File: src/rtl/cpe_pkg.sv
// Shared encodings for the CPE core: sequencer states and the legal opcode set.
// The opcode decoder uses the same opcode constants.
// is_legal_opcode() is the single place that defines which opcodes the core accepts.
package cpe_pkg;

    typedef enum logic [2:0] {
        ST_RST    = 3'd0,
        ST_FETCH  = 3'd1,
        ST_DECODE = 3'd2,
        ST_EXEC   = 3'd3,
        ST_MEM    = 3'd4,
        ST_WB     = 3'd5,
        ST_FAULT  = 3'd6
    } state_t;

    localparam logic [6:0] OPC_JAL    = 7'b1101111;
    localparam logic [6:0] OPC_LUI    = 7'b0110111;
    localparam logic [6:0] OPC_AUIPC  = 7'b0010111;
    localparam logic [6:0] OPC_BRANCH = 7'b1100011;
    localparam logic [6:0] OPC_STORE  = 7'b0100011;
    localparam logic [6:0] OPC_JALR   = 7'b1100111;
    localparam logic [6:0] OPC_LOAD   = 7'b0000011;
    localparam logic [6:0] OPC_OPIMM  = 7'b0010011;
    localparam logic [6:0] OPC_OP     = 7'b0110011;

    function automatic logic is_legal_opcode(input logic [6:0] opc);
        case (opc)
            OPC_JAL, OPC_LUI, OPC_AUIPC, OPC_BRANCH, OPC_STORE,
            OPC_JALR, OPC_LOAD, OPC_OPIMM, OPC_OP: return 1'b1;
            default:                               return 1'b0;
        endcase
    endfunction

endpackage

File: src/rtl/seq_timeout_cnt.sv
// Wait-cycle counter for memory handshakes: clear, count enable, expiry flag.
// Latency: expired is combinational from the registered count (same cycle the limit is reached).
// Backpressure: none; the count holds at the limit. TIMEOUT_CYCLES=0 disables expiry.
module seq_timeout_cnt #(
    parameter int TIMEOUT_CYCLES = 255,
    parameter int TO_W           = 8
) (
    input  logic clk,
    input  logic rst,
    input  logic clr,
    input  logic en,
    output logic expired
);

    localparam logic [TO_W-1:0] LIMIT = TO_W'(TIMEOUT_CYCLES);

    logic [TO_W-1:0] cnt;

    // Count wait cycles; hold at the limit so a disabled or parked counter never wraps.
    always_ff @(posedge clk) begin
        if (rst) begin
            cnt <= '0;
        end else if (clr) begin
            cnt <= '0;
        end else if (en && (cnt != LIMIT)) begin
            cnt <= cnt + 1'b1;
        end
    end

    assign expired = (TIMEOUT_CYCLES != 0) && (cnt == LIMIT);

endmodule

File: src/rtl/cpu_sequencer.sv
// Multi-cycle instruction sequencer: FETCH/DECODE/EXEC/[MEM]/WB with fault on illegal opcode or memory timeout.
// Latency: 4 cycles per ALU/branch/jump instruction, 5 for load/store, +1 per memory wait cycle.
// Backpressure: requests are held stable until mem_ack; optional instret counter via CPE_INSTRET_EN.
module cpu_sequencer
    import cpe_pkg::*;
#(
    parameter int TIMEOUT_CYCLES = 255,
    parameter int TO_W           = 8
) (
    input  logic       clk_w_i,
    input  logic       rst_w_i_h,
    input  logic [6:0] opcode_w_i,
    input  logic       reg_write_w_i_h,
    input  logic       mem_rd_w_i_h,
    input  logic       mem_wr_w_i_h,
    input  logic       jal_w_i_h,
    input  logic       cmp_branch_w_i_h,
    input  logic       branch_taken_w_i_h,
    input  logic       mem_ack_w_i_h,
    output logic       imem_req_w_o_h,
    output logic       dmem_rd_w_o_h,
    output logic       dmem_wr_w_o_h,
    output logic       ir_we_w_o_h,
    output logic       pc_we_w_o_h,
    output logic       pc_sel_w_o,
    output logic       reg_we_w_o_h,
    output logic       fault_w_o_h,
    output logic [2:0] state_w_o
`ifdef CPE_INSTRET_EN
    ,
    output logic [63:0] instret_w_o
`endif
);

    state_t state;
    logic   take;
    logic   reg_write_q;
    logic   mem_rd_q;
    logic   mem_wr_q;
    logic   in_wait;
    logic   to_expired;

    assign in_wait = (state == ST_FETCH) || (state == ST_MEM);

    // Counter is held clear outside the wait states, so it starts at 0 on every entry.
    seq_timeout_cnt #(
        .TIMEOUT_CYCLES(TIMEOUT_CYCLES),
        .TO_W          (TO_W)
    ) u_timeout (
        .clk    (clk_w_i),
        .rst    (rst_w_i_h),
        .clr    (!in_wait),
        .en     (in_wait && !mem_ack_w_i_h),
        .expired(to_expired)
    );

    // Sequencer FSM; decoder flags are captured only in EXEC, after the opcode passed the legality check.
    always_ff @(posedge clk_w_i) begin
        if (rst_w_i_h) begin
            state       <= ST_RST;
            take        <= 1'b0;
            reg_write_q <= 1'b0;
            mem_rd_q    <= 1'b0;
            mem_wr_q    <= 1'b0;
        end else begin
            case (state)
                ST_RST:    state <= ST_FETCH;
                ST_FETCH: begin
                    if (mem_ack_w_i_h)   state <= ST_DECODE;
                    else if (to_expired) state <= ST_FAULT;
                end
                ST_DECODE: state <= is_legal_opcode(opcode_w_i) ? ST_EXEC : ST_FAULT;
                ST_EXEC: begin
                    take        <= jal_w_i_h | (cmp_branch_w_i_h & branch_taken_w_i_h);
                    reg_write_q <= reg_write_w_i_h;
                    mem_rd_q    <= mem_rd_w_i_h;
                    mem_wr_q    <= mem_wr_w_i_h;
                    state       <= (mem_rd_w_i_h || mem_wr_w_i_h) ? ST_MEM : ST_WB;
                end
                ST_MEM: begin
                    if (mem_ack_w_i_h)   state <= ST_WB;
                    else if (to_expired) state <= ST_FAULT;
                end
                ST_WB:     state <= ST_FETCH;
                ST_FAULT:  state <= ST_FAULT;
                default:   state <= ST_FAULT;
            endcase
        end
    end

    // Moore outputs decoded from the state register; ir_we alone follows mem_ack within FETCH.
    assign imem_req_w_o_h = (state == ST_FETCH);
    assign ir_we_w_o_h    = (state == ST_FETCH) && mem_ack_w_i_h;
    assign dmem_rd_w_o_h  = (state == ST_MEM) && mem_rd_q;
    assign dmem_wr_w_o_h  = (state == ST_MEM) && mem_wr_q;
    assign pc_we_w_o_h    = (state == ST_WB);
    assign pc_sel_w_o     = (state == ST_WB) && take;
    assign reg_we_w_o_h   = (state == ST_WB) && reg_write_q;
    assign fault_w_o_h    = (state == ST_FAULT);
    assign state_w_o      = state;

`ifdef CPE_INSTRET_EN
    logic [63:0] instret;

    // Retired-instruction count: one per WB cycle, wrapping naturally at 2^64.
    always_ff @(posedge clk_w_i) begin
        if (rst_w_i_h) begin
            instret <= 64'd0;
        end else if (state == ST_WB) begin
            instret <= instret + 64'd1;
        end
    end

    assign instret_w_o = instret;
`endif

endmodule

File: config.mk
export PLATFORM = sky130hd
export DESIGN_NAME = cpu_sequencer
export DESIGN_NICKNAME = d
export VERILOG_FILES = /design/src/rtl/cpe_pkg.sv /design/src/rtl/seq_timeout_cnt.sv /design/src/rtl/cpu_sequencer.sv
export SDC_FILE = /design/constraint.sdc
export NUM_CORES = 1
export LEC_CHECK = 0
export CAP_MARGIN = 5
export CORE_ASPECT_RATIO = 1.2
export CORE_UTILIZATION = 45
export DETAILED_ROUTE_END_ITERATION = 10
export PLACE_DENSITY = 0.79
export SYNTH_ARGS = -nofsm -noshare
export SYNTH_HDL_FRONTEND = slang
export SYNTH_SLANG_ARGS = --single-unit
File: constraint.sdc
create_clock -name clk_w_i -period 2.3 [get_ports clk_w_i]
set_input_delay 0.345 -clock clk_w_i [delete_from_list [all_inputs] [get_ports clk_w_i]]
set_output_delay 0.345 -clock clk_w_i [all_outputs]
set_load 0.1 [all_outputs]
==> results of run 1 <==
[worst paths after layout]
| path | from | endpoint | slack [ns] | cells past startpoint |
|---|---|---|---|---|
| setup / recovery | state_w_o[1] | dmem_wr_w_o_h | 0.50 | 3 |
| hold reg to reg | u_timeout.cnt[6] | u_timeout.cnt[6] | 0.49 | 2 |
| setup reg to reg | u_timeout.cnt[0] | u_timeout.cnt[4] | 0.52 | 5 |
| hold / removal | u_timeout.cnt[6] | u_timeout.cnt[6] | 0.49 | 2 |
[flip-flops by register name (all words and copies together) (netlist names)]
name / count
mem_rd_q: 1
mem_wr_q: 1
reg_write_q: 1
state_w_o: 3
take: 1
u_timeout.cnt: 8
[layout make-up]
class                      count  area share
clock buffer                   3      0.0185
clock inverter                 1     0.00412
inverter                       4      0.0123
multi-input combinational     83       0.469
sequential                    15       0.254
tap                           19      0.0195
timing repair buffer          26       0.222
[layer usage]
layer | track usage | wire length, um | vias to the layer above
li1 | - | - | 448
met1 | 0.243 | 866 | 405
met2 | 0.378 | 997 | 19
met3 | 0.0252 | 69 | 4
met4 | 0.115 | 42 | 0
met5 | 0 | 0 | -
[power groups by stage]
stage	sequential [mW]	clock (mW)	combinational, mW
after CTS	0.315	0.163	0.292
after detailed placement	0.321	0	0.292
after global routing	0.319	0.170	0.311
final	0.314	0.159	0.290
after global placement	0.320	0	0.289
after floorplan	0.352	0	0.187
[synth_stat cells, drive strengths merged (3+ instances only)]
library cell  number  area [um^2]
nand3              5         25.0
inv                4         15.0
nand2b             4         25.0
and3               3         18.8
nor2b              3         18.8
nor2               8         30.0
nand2              7         26.3
clkbuf             4         16.3
a21oi             11         55.1
o31ai              3         22.5
dfxtp             15          300
mux2i              4         40.0
nor3b              4         30.0
o21ai              3         15.0
[cell families after synthesis]
logic type	share of synthesized area
AOI/OAI and AO/OA	0.210
xor gates and xnor gates	0.0101
adders and majority gates	0.0144
buffers and inverters	0.0503
DFF	0.345
muxes	0.0460
and+or+nand+nor	0.325
[cells in the final DEF (no fill, tap or decap), types with 4 or more instances in the layout]
cell             synthesis  final
clkdlybuf4s50_1          0     15
dfxtp_1                 15     12
a21oi_1                 11     11
buf_4                    1      8
nand2_1                  7      7
nor2_1                   8      7
nand3_1                  5      5
nand2b_1                 4      4
inv_1                    4      4
mux2i_1                  4      4
[worst max-delay path: cells and delay by family (launching register included)]
kind	cells	cell delay (ns)
simple gates	2	0.54
flops	1	0.42
buf+inv	1	0.20
==> flow_summary_export.csv, run 1 <==
group,metric,value,unit
power_and_ir_drop,seqPwrFrac,0.412,
sta,finalSetupViolCount,0,
sta,hold_violations,0,
cts,clock_path_buffers,2,
final_layout,n_fill_cell,153,
worst_hold_path,holdCritPathClass,"flip-flop to flip-flop",
cts,post_cts_resized,0,
flow_run,maxCapViolations,0,
power_and_ir_drop,design_power_total,0.764,mW
yosys,yosysWarnings,0,
final_layout,antenna_cells,0,
global_route,antenna_found_initial,0,
final_layout,instances_no_fill,151,
power_and_ir_drop,switching_share,0.429,
sta,drv_slew,0,
worst_setup_path,path_cells,"nand2b_1 > nor3b_4 > buf_12",
power_and_ir_drop,power_density,628,nW/um^2
sta,fmax,556,MHz
worst_setup_path,worstSetupPathType,"flip-flop to primary output",
place,place_area,1190,um^2
worst_setup_path,slowest_delay,0.42,ns
yosys,synth_seq_area_share,0.345,
drt,drt_wl_total,1980,um
sta,fin_crit,1.80,ns
yosys,synth_cell_types,40,
sta,grt_setup_unrepaired,"no",
die,num_rows,17,
final_layout,seqCellArea,309,um^2
yosys,avgSynthCellArea,8.06,um^2
drt,drc_errors,0,
worst_setup_path,crit_required,1.96,ns
die,die_w,42.2,um
final_layout,utilization,0.665,
global_route,grt_pass1_vias,837,
die,die_height,50.2,um
worst_setup_path,cp-start-kind,"flip-flop",
cts,clk_latency,0.29,ns
drt,vias,876,
place,hpwl,1490,um
final_layout,final_net_count,150,
cts,htree_levels,1,
cts,cts_tree,"yes",
drt,ant_nets,0,
worst_setup_path,cp_max_fo,15,
die,initial_core_util,0.476,
worst_setup_path,cp_slowest_cell,"dfxtp_2",
cts,clock_sinks,15,
power_and_ir_drop,clkPwrFrac,0.208,
cts,clkSlewWorstSetupHoldPaths,0.10,ns
power_and_ir_drop,power_frac_comb,0.380,
global_route,grt_pass1_wl,3420,um
die,io_pins,27,
power_and_ir_drop,intPower,0.436,mW
worst_setup_path,worstPathArrival,1.45,ns
global_route,track_usage,0.212,
cts,cts_root_buf,"clkbuf_4",
sta,finalClockSkew,0.00962,ns
place,dp.cells,147,
drt,wl_per_cell,13.1,um
sta,setup_slack,0.503,ns
place,gp_congestion,0.720,
final_layout,multi_input_area,571,um^2
sta,setup_tns,0,ns
yosys,synth_seq_cells,15,
drt,vias_per_cell,5.80,
drt,firstDrtPassIters,4,
sta,period_share,0.781,
place,dp_worst_setup_slack,0.477,ns
global_route,grt_start_max_net_pins,17,
run_status,status,"completed",
yosys,syn_inst,108,
yosys,ys.flop_type,"dfxtp_1",
drt,detail_route.iter0.violations,20,
power_and_ir_drop,p_leak,0.468,nW
die,core_area,1830,um^2
cts,cts_buffers,3,
global_route,grt-ovfl-total,0,
yosys,syn-num-nets,125,
yosys,synth_edf_count,0,
yosys,synthArstFlopShare,0,
final_layout,final_area,1220,um^2
sta,whs,0.485,ns
final_layout,synthToLayoutAreaGrowth,39.7,%
cts,post-cts-setup-buffers,0,
sta,tightest_slew,0.440,ns
die,die-area,2120,um^2
place,portBuffers,26,
power_and_ir_drop,p_sw,0.328,mW
power_and_ir_drop,ir_worst_vdd,359,uV
sta,relSlewSlack,0.704,
worst_setup_path,endpoint_kind,"primary output",
final_layout,layout-drive-gt1-share,0.182,
cts,hold_buffers,0,
yosys,mappedNetlistArea,871,um^2
(Power assumes the default switching activity.)
==> run 2: changes to the inputs <==
Clock period 2.3 ns to 1.75 ns, I/O delays scaled along.
==> flow_summary_export.csv, run 2 (synthesis gave the netlist of run 1 again) <==
group,metric,value,unit
drt,wl_per_cell,15.3,um
worst_setup_path,path_cells,"nand2b_2 > nor3b_4 > buf_12",
drt,route.met3.wl,65,um
drt,drt_wl_total,2450,um
worst_setup_path,crit_buf_inv,1,
sta,tightest_slew,0.404,ns
power_and_ir_drop,ir_worst_vdd,527,uV
sta,period_share,0.969,
final_layout,seqCellArea,312,um^2
cts,cts_root_buf,"clkbuf_4",
cts,htree_levels,1,
worst_setup_path,cp-start-kind,"flip-flop",
sta,drv_slew,0,
sta,whs,0.479,ns
drt,vias_per_cell,5.93,
place,portBuffers,26,
worst_hold_path,holdCritPathClass,"flip-flop to flip-flop",
global_route,grt_pass1_vias,938,
die,initial_core_util,0.476,
sta,relSlewSlack,0.727,
die,die_w,42.2,um
drt,top_layer_used,"met4",
drt,routed-wl-met2,1350,um
final_layout,top_register,"u_timeout.cnt",
final_layout,utilization,0.780,
die,die_height,50.2,um
final_layout,final_area,1430,um^2
sta,fin_crit,1.70,ns
worst_setup_path,cp_max_fo,15,
final_layout,layout-drive-gt1-share,0.291,
drt,ant_nets,0,
final_layout,final_common_cell,"clkdlybuf4s50_1",
flow_run,maxCapViolations,0,
sta,setup_slack,0.0542,ns
drt,vias,949,
final_layout,multi_input_area,603,um^2
sta,hold_violations,0,
power_and_ir_drop,power_density,780,nW/um^2
cts,cts_tree,"yes",
die,core_area,1830,um^2
global_route,antenna_found_initial,0,
run_status,status,"completed",
cts,clock_path_buffers,2,
global_route,grt_start_max_net_pins,16,
die,num_rows,17,
drt,firstDrtPassIters,4,
final_layout,synthToLayoutAreaGrowth,63.8,%
sta,fmax,590,MHz
drt,wl_met1,1030,um
drt,drc_errors,0,
place,hpwl,1830,um
power_and_ir_drop,design_power_total,1.11,mW
worst_setup_path,crit_family,"simple AND/OR/NAND/NOR gates",
cts,cts_buffers,3,
worst_setup_path,startpoint,"state_w_o[1]",
final_layout,largest_reg_flops,8,
global_route,track_usage,0.248,
worst_setup_path,crit_required,1.49,ns
cts,hold_buffers,0,
die,io_pins,27,
final_layout,n_fill_cell,132,
worst_setup_path,worstPathArrival,1.43,ns
global_route,grt_pass1_wl,4060,um
worst_setup_path,endpoint_kind,"primary output",
power_and_ir_drop,p_leak,0.532,nW
cts,clock_sinks,15,
cts,clk_latency,0.28,ns
place,dp_worst_setup_slack,-0.00127,ns
worst_hold_path,min-delay-start,"u_timeout.cnt[6]",
worst_setup_path,cp_slowest_cell,"dfxtp_4",
worst_setup_path,slowest_delay,0.42,ns
place,place_area,1360,um^2
global_route,grt-ovfl-total,0,
final_layout,most-common-layout-cells,"clkdlybuf4s50_1 (15), dfxtp_1 (12), a21oi_1 (11), buf_12 (11)",
sta,finalClockSkew,0.00131,ns
sta,finalSetupViolCount,0,
cts,clkSlewWorstSetupHoldPaths,0.10,ns
final_layout,final_net_count,159,
die,die-area,2120,um^2
final_layout,antenna_cells,0,
place,gp_congestion,0.805,
worst_setup_path,worstSetupPathType,"flip-flop to primary output",
worst_setup_path,rr_startpoint,"u_timeout.cnt[0]",
drt,detail_route.iter0.violations,26,
[run 2: cell types whose count changed in the layout (fill, tap and decap cells not counted), moves of 2 or more]
cell,before,now
and3_4,0,3
buf_6,0,2
and3_1,3,0
buf_12,3,11
[run 2: stage by stage]
step,instances,TNS [ns]
CTS,160,0
detailed placement,155,-0.00127
finish,160,0
global placement,155,0
floorplan,108,-1.91
global route,160,-0.00938
[run 2: report_power, final]
part | total (mW) | switching (mW) | internal (mW) | leakage, nW
clock | 0.201 | 0.116 | 0.0847 | 0.0177
sequential | 0.390 | 0.0289 | 0.361 | 0.123
combinational | 0.521 | 0.311 | 0.210 | 0.391
[run 2: cell type report]
| type | instances | share of cell area |
|---|---|---|
| clock buffers | 3 | 0.0158 |
| well taps | 19 | 0.0167 |
| clock inverters | 1 | 0.00351 |
| repair buffers | 35 | 0.312 |
| multi-input cells | 83 | 0.423 |
| inverters | 4 | 0.0105 |
| flip-flops and latches | 15 | 0.218 |
[run 2: path summary, 6_finish.rpt]
| kind | depth (start not counted) | slack [ns] | endpoint |
|---|---|---|---|
| setup / recovery | 3 | 0.05 | dmem_rd_w_o_h |
| hold / removal | 2 | 0.48 | u_timeout.cnt[6] |
| setup reg to reg | 5 | 0.07 | u_timeout.cnt[5] |
| hold reg to reg | 2 | 0.48 | u_timeout.cnt[6] |
[run 2: what timing repair did]
item,CTS,global route
pin swaps,0,1
setup buffers,1,0
resized for setup,4,4
endpoints found under the setup margin,5,9
[run 2: tightest hold or removal path, cell delays in order, from the launching register on]
cell and delay (ns):
dfxtp_1 0.33, nand2_1 0.05, mux2i_1 0.05
[run 2: layer usage]
| layer | vias to the layer above | GRT usage |
|---|---|---|
| li1 | 467 | - |
| met1 | 455 | 0.296 |
| met2 | 25 | 0.443 |
| met3 | 2 | 0.0252 |
| met4 | 0 | 0.115 |
| met5 | - | 0 |
==> run 3: changes to the inputs <==
Settings changed: ABC_AREA set to 1, CORE_UTILIZATION 45 to 25, PLACE_DENSITY 0.79 to 0.48.
==> flow_summary_export.csv, run 3 <==
group,metric,value,unit
run_status,status,"completed",
yosys,synthMostInstantiatedCell,"nand2_1",
global_route,track_usage,0.137,
drt,vias,1006,
worst_setup_path,worst_path_most_repeated_cell,"nor2_4",
die,initial_core_util,0.266,
final_layout,synthToLayoutAreaGrowth,55.2,%
sta,finalClockSkew,0.00342,ns
global_route,grt_pass1_vias,1032,
sta,fin_crit,1.62,ns
power_and_ir_drop,power_density,842,nW/um^2
worst_setup_path,endpoint_kind,"primary output",
drt,ant_nets,0,
sta,relSlewSlack,0.763,
sta,grt_setup_unrepaired,"no",
die,die_w,59.2,um
cts,htree_levels,1,
cts,cts_buffers,3,
drt,drc_errors,0,
place,hpwl,2030,um
yosys,synthArstFlopShare,0,
power_and_ir_drop,design_power_total,1.28,mW
place,portBuffers,26,
global_route,antenna_found_initial,0,
final_layout,n_fill_cell,377,
die,die-area,4180,um^2
cts,hold_buffers,0,
worst_setup_path,worstPathArrival,1.36,ns
sta,setup_tns,0,ns
final_layout,top_register,"u_timeout.cnt",
place,place_area,1480,um^2
worst_setup_path,cp-start-kind,"flip-flop",
worst_setup_path,cp_max_fo,7,
drt,wl_per_cell,10.8,um
yosys,avgSynthCellArea,6.55,um^2
sta,finalSetupViolCount,0,
cts,post_cts_resized,0,
sta,drv_slew,0,
yosys,synth_area_leaders,"dfxtp_1 (31%), nand2_1 (13%), a21oi_1 (9.2%)",
cts,clk_latency,0.24,ns
place,gp_congestion,0.850,
worst_hold_path,holdCritPathClass,"flip-flop to flip-flop",
cts,cts_tree,"yes",
final_layout,largest_reg_flops,8,
drt,drt_wl_total,2490,um
global_route,grt-ovfl-total,0,
sta,fmax,617,MHz
cts,clock_sinks,15,
worst_setup_path,path_cells,"inv_4 > nand2_4 > nor2_4 > inv_2 > nor2_4 > buf_12",
yosys,yosysTopAreaCell,"dfxtp_1",
global_route,grt_start_max_net_pins,11,
global_route,grt_pass1_wl,4570,um
final_layout,layout-drive-gt1-share,0.246,
yosys,mappedNetlistArea,982,um^2
yosys,syn-num-nets,167,
cts,cts_root_buf,"clkbuf_8",
yosys,synth_seq_area_share,0.306,
worst_setup_path,cp_slowest_cell,"dfxtp_4",
sta,period_share,0.926,
drt,vias_per_cell,4.35,
yosys,synth_seq_cells,15,
die,die_height,70.7,um
sta,hold_violations,0,
drt,firstDrtPassIters,4,
final_layout,final_area,1520,um^2
worst_setup_path,crit_buf_inv,3,
yosys,synth_edf_count,0,
final_layout,antenna_cells,0,
worst_setup_path,slowest_delay,0.38,ns
worst_setup_path,r2r_slack,0.32,ns
die,num_rows,24,
final_layout,most-common-layout-cells,"nand2_1 (35), inv_1 (18), a21oi_1 (18), clkdlybuf4s50_1 (15)",
drt,detail_route.iter0.violations,14,
power_and_ir_drop,p_leak,0.570,nW
yosys,synth_cell_types,22,
yosys,yosys-top-cells-count,"nand2_1 (35), inv_1 (19), a21oi_1 (18)",
final_layout,final_common_cell,"nand2_1",
yosys,ys.flop_type,"dfxtp_1",
yosys,yosysTopAreaCellShare,0.306,
yosys,yosysWarnings,0,
flow_run,maxCapViolations,0,
worst_setup_path,crit_required,1.49,ns
worst_setup_path,worstSetupPathType,"flip-flop to primary output",
worst_setup_path,crit_family,"flip-flops",
die,core_area,3690,um^2
final_layout,final_net_count,197,
power_and_ir_drop,ir_worst_vdd,329,uV
cts,post-cts-setup-buffers,0,
sta,tightest_slew,0.354,ns
die,io_pins,27,
yosys,syn_inst,150,
cts,clock_path_buffers,2,
cts,clkSlewWorstSetupHoldPaths,0.06,ns
## run 3: cell count changes in the layout (fill, tap and decap cells not counted), moves of 4 or more
cell and delta:
nand2_1 +28, inv_1 +14, nor2_4 +8, a21oi_1 +7, buf_4 -7, nand3_1 +7, nand2_2 +5, o21ai_0 +5
mux2i_1 -4
## run 3: through the flow
stage	worst slack, ns	util	hold slack, ns	std cells
3_5_place_dp	0.269	0.400	0.490	227
3_3_place_gp	0.260	0.400	0.483	227
4_1_cts	0.120	0.413	0.498	231
5_1_grt	0.0631	0.413	0.539	231
2_1_floorplan	-0.459	-	0.322	150
6_report	0.130	0.413	0.500	231
## run 3: cell type report
class	instances	area [um^2]	share of cell area
well taps	52	65.1	0.0427
repair buffers	26	370	0.243
flip-flops and latches	15	312	0.204
multi-input cells	112	647	0.424
clock buffers	4	45.0	0.0296
inverters	22	85.1	0.0558
## run 3: worst register-to-register path: stages (launching register included)
cell     delay, ns
dfxtp_1       0.39
ha_1          0.21
nand2_1       0.12
inv_1         0.15
nand3_4       0.14
nand3_4       0.13
nand2_1       0.06
a21oi_1       0.15
## run 3: where the power goes
part / switching, mW / internal (mW)
logic: 0.380 / 0.204
registers: 0.0533 / 0.371
clock network: 0.115 / 0.161
total: 0.548 / 0.735
## run 3: cells by family after synthesis
| logic type | Yosys count | synth area share |
|---|---|---|
| AOI/OAI and AO/OA | 27 | 0.140 |
| buffers and inverters | 23 | 0.0981 |
| adders and majority gates | 1 | 0.0127 |
| and+or+nand+nor | 83 | 0.434 |
| xor gates and xnor gates | 1 | 0.00892 |
| DFF | 15 | 0.306 |
## run 3: layer usage
metal / vias to the layer above / routed length (um) / global-route usage
met5: - / 0 / 0
met4: 0 / 20 / 0.0238
met3: 4 / 63 / 0.0201
met2: 15 / 1330 / 0.235
met1: 451 / 1080 / 0.180
li1: 536 / - / -
## run 3: worst paths after layout
check	cells past startpoint	startpoint	to
worst max register to register	7	u_timeout.cnt[0]	u_timeout.cnt[7]
worst min-delay path	2	u_timeout.cnt[1]	u_timeout.cnt[1]
worst max-delay path	6	state_w_o[1]	pc_sel_w_o
worst min register to register	2	u_timeout.cnt[1]	u_timeout.cnt[1]
